<file path="src/rtl/ibus_axi_bridge_pkg.sv">
// Shared bus widths and AXI4 encodings for the instruction-bus AXI read bridge.
package ibus_axi_bridge_pkg;

  localparam int unsigned ADDR_W = 32;
  localparam int unsigned DATA_W = 32;

  localparam logic              TRUE      = 1'b1;
  localparam logic              FALSE     = 1'b0;
  localparam logic [DATA_W-1:0] ZERO_WORD = '0;

  localparam logic [7:0] AXI_LEN_SINGLE = 8'd0;
  localparam logic [2:0] AXI_SIZE_4B    = 3'b010;
  localparam logic [1:0] AXI_BURST_INCR = 2'b01;
  localparam logic [1:0] AXI_RESP_OKAY  = 2'b00;

  function automatic logic [ADDR_W-1:0] word_align(input logic [ADDR_W-1:0] addr);
    return {addr[ADDR_W-1:2], 2'b00};
  endfunction

endpackage

</file>
<file path="src/rtl/ibus_axi_bridge.sv">
// Instruction-bus responder issuing one single-beat AXI4 read per fetch.
// Optional one-entry fetch reuse buffer enabled by defining IBUS_REUSE_EN.
module ibus_axi_bridge
  import ibus_axi_bridge_pkg::*;
#(
  parameter int unsigned      ID_W   = 4,
  parameter logic [ID_W-1:0]  AXI_ID = '0
) (
  input  logic              aclk,
  input  logic              aresetn,

  input  logic              ibus_en,
  input  logic [ADDR_W-1:0] ibus_paddr,
  output logic [DATA_W-1:0] ibus_rdata,
  output logic              ibus_stallreq,
  output logic              ibus_buserr,
  input  logic              buf_flush,

  output logic [ID_W-1:0]   arid,
  output logic [ADDR_W-1:0] araddr,
  output logic [7:0]        arlen,
  output logic [2:0]        arsize,
  output logic [1:0]        arburst,
  output logic              arvalid,
  input  logic              arready,

  input  logic [ID_W-1:0]   rid,
  input  logic [DATA_W-1:0] rdata,
  input  logic [1:0]        rresp,
  input  logic              rlast,
  input  logic              rvalid,
  output logic              rready
);

  localparam logic [1:0] S_IDLE = 2'd0;
  localparam logic [1:0] S_AR   = 2'd1;
  localparam logic [1:0] S_R    = 2'd2;
  localparam logic [1:0] S_DONE = 2'd3;

  logic [1:0]        state;
  logic [ADDR_W-1:0] req_addr;
  logic [DATA_W-1:0] rbuf;
  logic              err;
  logic              reuse_hit;
  logic              done_match;

  assign arid    = AXI_ID;
  assign arlen   = AXI_LEN_SINGLE;
  assign arsize  = AXI_SIZE_4B;
  assign arburst = AXI_BURST_INCR;

  // Handshake strobes come straight from the state register, so arvalid holds until arready.
  assign arvalid = (state == S_AR);
  assign rready  = (state == S_R);

  always_ff @(posedge aclk or negedge aresetn) begin
    if (!aresetn) begin
      state    <= S_IDLE;
      req_addr <= '0;
      araddr   <= '0;
      rbuf     <= '0;
      err      <= FALSE;
    end else begin
      case (state)
        S_IDLE: begin
          if (ibus_en && !reuse_hit) begin
            req_addr <= ibus_paddr;
            araddr   <= word_align(ibus_paddr);
            state    <= S_AR;
          end
        end
        S_AR: begin
          if (arready) state <= S_R;
        end
        S_R: begin
          if (rvalid) begin
            rbuf  <= rdata;
            err   <= (rresp != AXI_RESP_OKAY);
            state <= S_DONE;
          end
        end
        default: state <= S_IDLE;
      endcase
    end
  end

  // A redirect during AR/R leaves req_addr stale; the mismatch keeps the stall up and forces a refetch.
  assign done_match = (state == S_DONE) && (ibus_paddr == req_addr);

`ifdef IBUS_REUSE_EN
  logic              buf_valid;
  logic [ADDR_W-1:0] buf_addr;
  logic [DATA_W-1:0] buf_data;
  logic              unused_resp;

  always_ff @(posedge aclk or negedge aresetn) begin
    if (!aresetn) begin
      buf_valid <= FALSE;
      buf_addr  <= '0;
      buf_data  <= '0;
    end else if (buf_flush) begin
      buf_valid <= FALSE;
    end else if (state == S_DONE) begin
      if (err) begin
        buf_valid <= FALSE;
      end else begin
        buf_valid <= TRUE;
        buf_addr  <= req_addr;
        buf_data  <= rbuf;
      end
    end
  end

  assign reuse_hit = (state == S_IDLE) && ibus_en && buf_valid && (ibus_paddr == buf_addr);

  always_comb begin
    ibus_rdata = ZERO_WORD;
    if (state == S_DONE) ibus_rdata = rbuf;
    else if (reuse_hit)  ibus_rdata = buf_data;
  end

  assign unused_resp = ^{rid, rlast};
`else
  logic unused_resp;

  assign reuse_hit = FALSE;

  always_comb begin
    ibus_rdata = ZERO_WORD;
    if (state == S_DONE) ibus_rdata = rbuf;
  end

  assign unused_resp = ^{rid, rlast, buf_flush};
`endif

  assign ibus_stallreq = ibus_en && !done_match && !reuse_hit;
  assign ibus_buserr   = ibus_en && done_match && err;

endmodule

</file>
<file path="config.mk">
export PLATFORM = sky130hd
export DESIGN_NAME = ibus_axi_bridge
export DESIGN_NICKNAME = d
export VERILOG_FILES = /design/src/rtl/ibus_axi_bridge_pkg.sv /design/src/rtl/ibus_axi_bridge.sv
export SDC_FILE = /design/constraint.sdc
export NUM_CORES = 1
export LEC_CHECK = 0
export CAP_MARGIN = 30
export CORE_MARGIN = 2
export CORE_UTILIZATION = 38
export CTS_CLUSTER_SIZE = 20
export DETAILED_ROUTE_END_ITERATION = 7
export PLACE_DENSITY = 0.86
export REMOVE_ABC_BUFFERS = 1
export SLEW_MARGIN = 10
export SYNTH_ARGS = -nofsm -noshare
export SYNTH_HDL_FRONTEND = slang
export SYNTH_SLANG_ARGS = --single-unit
</file>
<file path="constraint.sdc">
create_clock -name aclk -period 1.6 [get_ports aclk]
set_input_delay 0.32 -clock aclk [delete_from_list [all_inputs] [get_ports aclk]]
set_output_delay 0.32 -clock aclk [all_outputs]
set_load 0.05 [all_outputs]
</file>
==> summary.md <==
| Metric | Value |
|---|---|
| Core area | 9110 um2 |
| Number of global-route vias before repair | approximately 2900 |
| Type of element capturing the critical path | output pin |
| Pin count of the biggest net entering global routing | a little under 70 |
| Max-cap violation count | 0 |
| Number of nets in the layout | ~530 |
| Max Transition Viols Final | 0 |
| First-pass GRT wire length | 14600 um |
| Number of detailed-routing iterations run before antenna repair | 4 |
| Share of the synthesized netlist area taken by xor and xnor gates | around 8% |
| ANT cells | 0 |
| Run status | complete, but fails checks |
| Die ar. | about 10000 um2 |
| Clock insertion delay at the later pin of the skew report | around 0.33 ns |
| Average cell area after synthesis | between 10 and 15 um2 |
| P_int | between 8 and 9 mW |
| Initial antenna violation count | 0 |
| Count of pins on the block boundary | ~160 |
| Number of buffer cells added on primary ports | ~140 |
| WHS | -0.0124 ns |
| Initial core utilization | slightly below 40% |
| Power per Cell Area | approximately 2300 nW/um2 |
| Category of the worst setup path launch point | register |
| Maximum buffer depth of the clock tree | 2 |
| Number of DRC violations after detailed-routing iteration 0 | 30 |
| Data arrival time of the critical path | 2.10 ns |
| Setup violators final | 69 |
| Count of synthesis-stage warnings from yosys | 0 |
| Simple logic cell fraction of the synthesized area | ~8.7% |
| HPWL after detailed placement | 6350 um |
| Unrepaired setup endpoints after global routing | yes |
| Reg-to-Reg End | state[0] |
| Number of clock buffers inserted by TritonCTS | 9 |
| Crit path max fanout | 2 |
| Register-to-Register Setup Slack | -0.09 ns |
| Vertical die dimension | roughly 100 um |
| Cell area after technology mapping | between 3000 and 4000 um2 |
| Total Routed Length | between 10000 and 15000 um |
| Req. time, crit path | approximately 1.3 ns |
| RD Place Congestion | roughly 0.74 |
| Share of the clock period used by the worst path after layout | 151% |
| Type of the setup path with the least slack | reg -> out |
| Count of cells along the worst register-to-register path | 8 |
| Final core utilization | 71.7% |
| Clock power frac | 9.2% |
| # rows | 35 |
| Final worst slack | -0.823 ns |
| Max Clock Skew | ~0.0077 ns |
| Register area share after synthesis | between 40% and 50% |
| Leak | just over 3 nW |
| Global routing usage summed across all routing layers | a little under a fifth |
| Sum Neg Setup Slack | -11.28 ns |
| Share of total power in sequential cells | a little over a fifth |
| Area Growth Syn to Fin | 86.1% |
| Maximum ir drop on the vdd rail | 0.00108 V |
| Fraction of power spent switching nets | roughly 40% |
| Routed length per placed instance | roughly 18 um |
| Min-Delay Path Class | in -> async |
| Vias | around 2700 |
| Root buffer selected by CTS | sky130_fd_sc_hd__clkbuf_8 |
| Total congestion overflow | 0 |
| Multiplexer share of the synthesized area | around a fifth |
| Clock input transition at the sequential cells of the worst setup and hold paths | 0.08 ns |
| Instance count of the mapped netlist | between 200 and 300 |
| Total net switching power | approximately 6 mW |
| H-Tree Level Count | 3 |
| Fraction of layout cells with a size suffix above 1 | a little over half |
| FMAX | about 410 MHz |
| Main combinational cell family by area after synthesis | multiplexers |
| Part of the total power dissipated in combinational logic | 69.5% |
| Post-layout minimum cycle time | about 2.4 ns |
| Compound-Gate Fraction of Synth Area | slightly above 1% |
| Avg Vias per Cell | 4.70 |
| Violations in the final reports | negative hold slack, negative setup slack |
| Antenna-violating nets left | 0 |
| Detailed-route DRC error count | 0 |
| Count of clock tree sinks | between 60 and 70 |
| TritonCTS clock tree | yes |
| Worst r2r src | state[0] |
| Adder-cell share of the synthesized area | 1.43% |
| Die Span X | 100 um |
| Number of hold-slack violations in the final timing report | 5 |
| Total of flip-flops plus latches after synthesis | 67 |
| Number of buffers added to fix hold violations after cts | 0 |
| Library cells used by synthesis | 25 |
[cell usage in the layout, fill, tap and decap left out, drive strengths merged, types with 2 or more instances in the layout]
master / synthesis / layout
dfrtp: 67 / 67
clkinv: 0 / 2
nand2: 6 / 6
nor4: 5 / 5
xor2: 16 / 16
dlygate4sd2: 0 / 11
nand4: 4 / 4
mux2: 64 / 64
buf: 54 / 119
o21ai: 2 / 2
conb: 2 / 19
xnor2: 16 / 16
clkbuf: 4 / 18
ha: 4 / 4
inv: 5 / 5
and2: 32 / 32
clkdlybuf4s50: 0 / 58
[cells in the mapped netlist]
cell type,number,area share (%)
sky130_fd_sc_hd__nor4_1,4,0.71
sky130_fd_sc_hd__nor2_1,1,0.11
sky130_fd_sc_hd__o21bai_1,1,0.21
sky130_fd_sc_hd__nand3_1,1,0.14
sky130_fd_sc_hd__or4_4,1,0.32
sky130_fd_sc_hd__o21ai_0,2,0.29
sky130_fd_sc_hd__buf_2,2,0.29
sky130_fd_sc_hd__clkbuf_1,4,0.43
sky130_fd_sc_hd__xnor2_1,16,4.0
sky130_fd_sc_hd__mux2_2,58,19
sky130_fd_sc_hd__nand2_1,6,0.64
sky130_fd_sc_hd__mux2_1,6,1.9
sky130_fd_sc_hd__conb_1,2,0.21
sky130_fd_sc_hd__buf_4,49,10
sky130_fd_sc_hd__nor4_2,1,0.36
sky130_fd_sc_hd__o31a_1,1,0.25
sky130_fd_sc_hd__nand4_1,4,0.71
sky130_fd_sc_hd__ha_1,4,1.4
sky130_fd_sc_hd__buf_1,3,0.32
sky130_fd_sc_hd__mux2i_1,1,0.29
sky130_fd_sc_hd__a222oi_1,1,0.29
sky130_fd_sc_hd__and2_1,32,5.7
sky130_fd_sc_hd__inv_1,5,0.53
sky130_fd_sc_hd__xor2_1,16,4.0
sky130_fd_sc_hd__dfrtp_1,67,48
[sequential cells by signal, indices dropped and copies added (netlist names)]
register	cells
rbuf	32
err	1
state	2
req_addr	32
[area by class of cell]
type	count	area (um2)
Tap cell	111	139
Clock inverter	4	51.3
Clock buffer	12	135
Fill cell	609	2580
Inverter	5	26.3
Sequential cell	67	1680
Timing Repair Buffer	194	2670
Multi-Input combinational cell	175	1830
[through the flow]
stage | cells | power, mW | area (um2) | hold WS, ns | setup WS [ns]
6_report | 568 | 14.9 | 6530 | -0.0124 | -0.823
5_1_grt | 568 | 15.5 | 6530 | 0.0194 | -0.897
2_1_floorplan | 247 | 7.25 | 3170 | 0.0244 | -1.14
3_3_place_gp | 537 | 11.5 | 5640 | 0.370 | -0.996
3_5_place_dp | 537 | 11.8 | 5640 | 0.373 | -1.04
4_1_cts | 560 | 14.0 | 6140 | 0.00157 | -0.808
[power groups by stage]
stage / registers, mW / logic (mW) / clock network (mW)
after floorplan: 4.43 / 2.82 / 0
after global placement: 3.02 / 8.47 / 0
after detailed placement: 3.10 / 8.65 / 0
after CTS: 3.11 / 9.45 / 1.41
after global routing: 3.26 / 10.8 / 1.48
final: 3.17 / 10.3 / 1.37
[cell families (layout without fill, tap and decap cells)]
| kind of cell | after synthesis | after routing |
|---|---|---|
| xor gates and xnor gates | 32 | 32 |
| AOI/OAI and AO/OA | 5 | 5 |
| muxes | 65 | 65 |
| other | 2 | 19 |
| and+or+nand+nor | 50 | 50 |
| buffers and inverters | 63 | 215 |
| DFF | 67 | 67 |
| adders and majority gates | 4 | 4 |
[how the worst max path moves through the flow]
stage                        startpoint            end  slack [ns]  depth (start not counted)
after floorplan             req_addr[4]    ibus_buserr       -1.14                          4
after global placement    ibus_paddr[9]    ibus_buserr        -1.0                          6
after detailed placement  ibus_paddr[9]    ibus_buserr       -1.04                          6
after CTS                  req_addr[28]  ibus_stallreq       -0.81                          5
after global routing        req_addr[5]  ibus_stallreq       -0.90                          5
final                      req_addr[12]  ibus_stallreq       -0.82                          5
[critical path, cell delays in order (launching register included)]
cell and delay [ns]:
sky130_fd_sc_hd__dfrtp_1 0.41, sky130_fd_sc_hd__xnor2_1 0.22, sky130_fd_sc_hd__nand4_1 0.18, sky130_fd_sc_hd__or4_4 0.54, sky130_fd_sc_hd__o31a_1 0.27, sky130_fd_sc_hd__buf_6 0.16
[layer usage]
layer	share of wire, %	vias to the layer above	wire length (um)	track usage [%]
met5	0	-	0	0
met4	1.7	0	168	6.11
met3	7.2	13	721	5.29
met2	54	114	5390	34.0
met1	38	1314	3790	21.5
li1	-	1227	-	-
[what timing repair did]
action / CTS / global route
pin swaps: 12 / 9
resized for setup: 74 / 57
setup buffers: 6 / 4
endpoints found under the setup margin: 90 / 95
gates cloned: 4 / 6
Power figures use the tool's default switching activity.
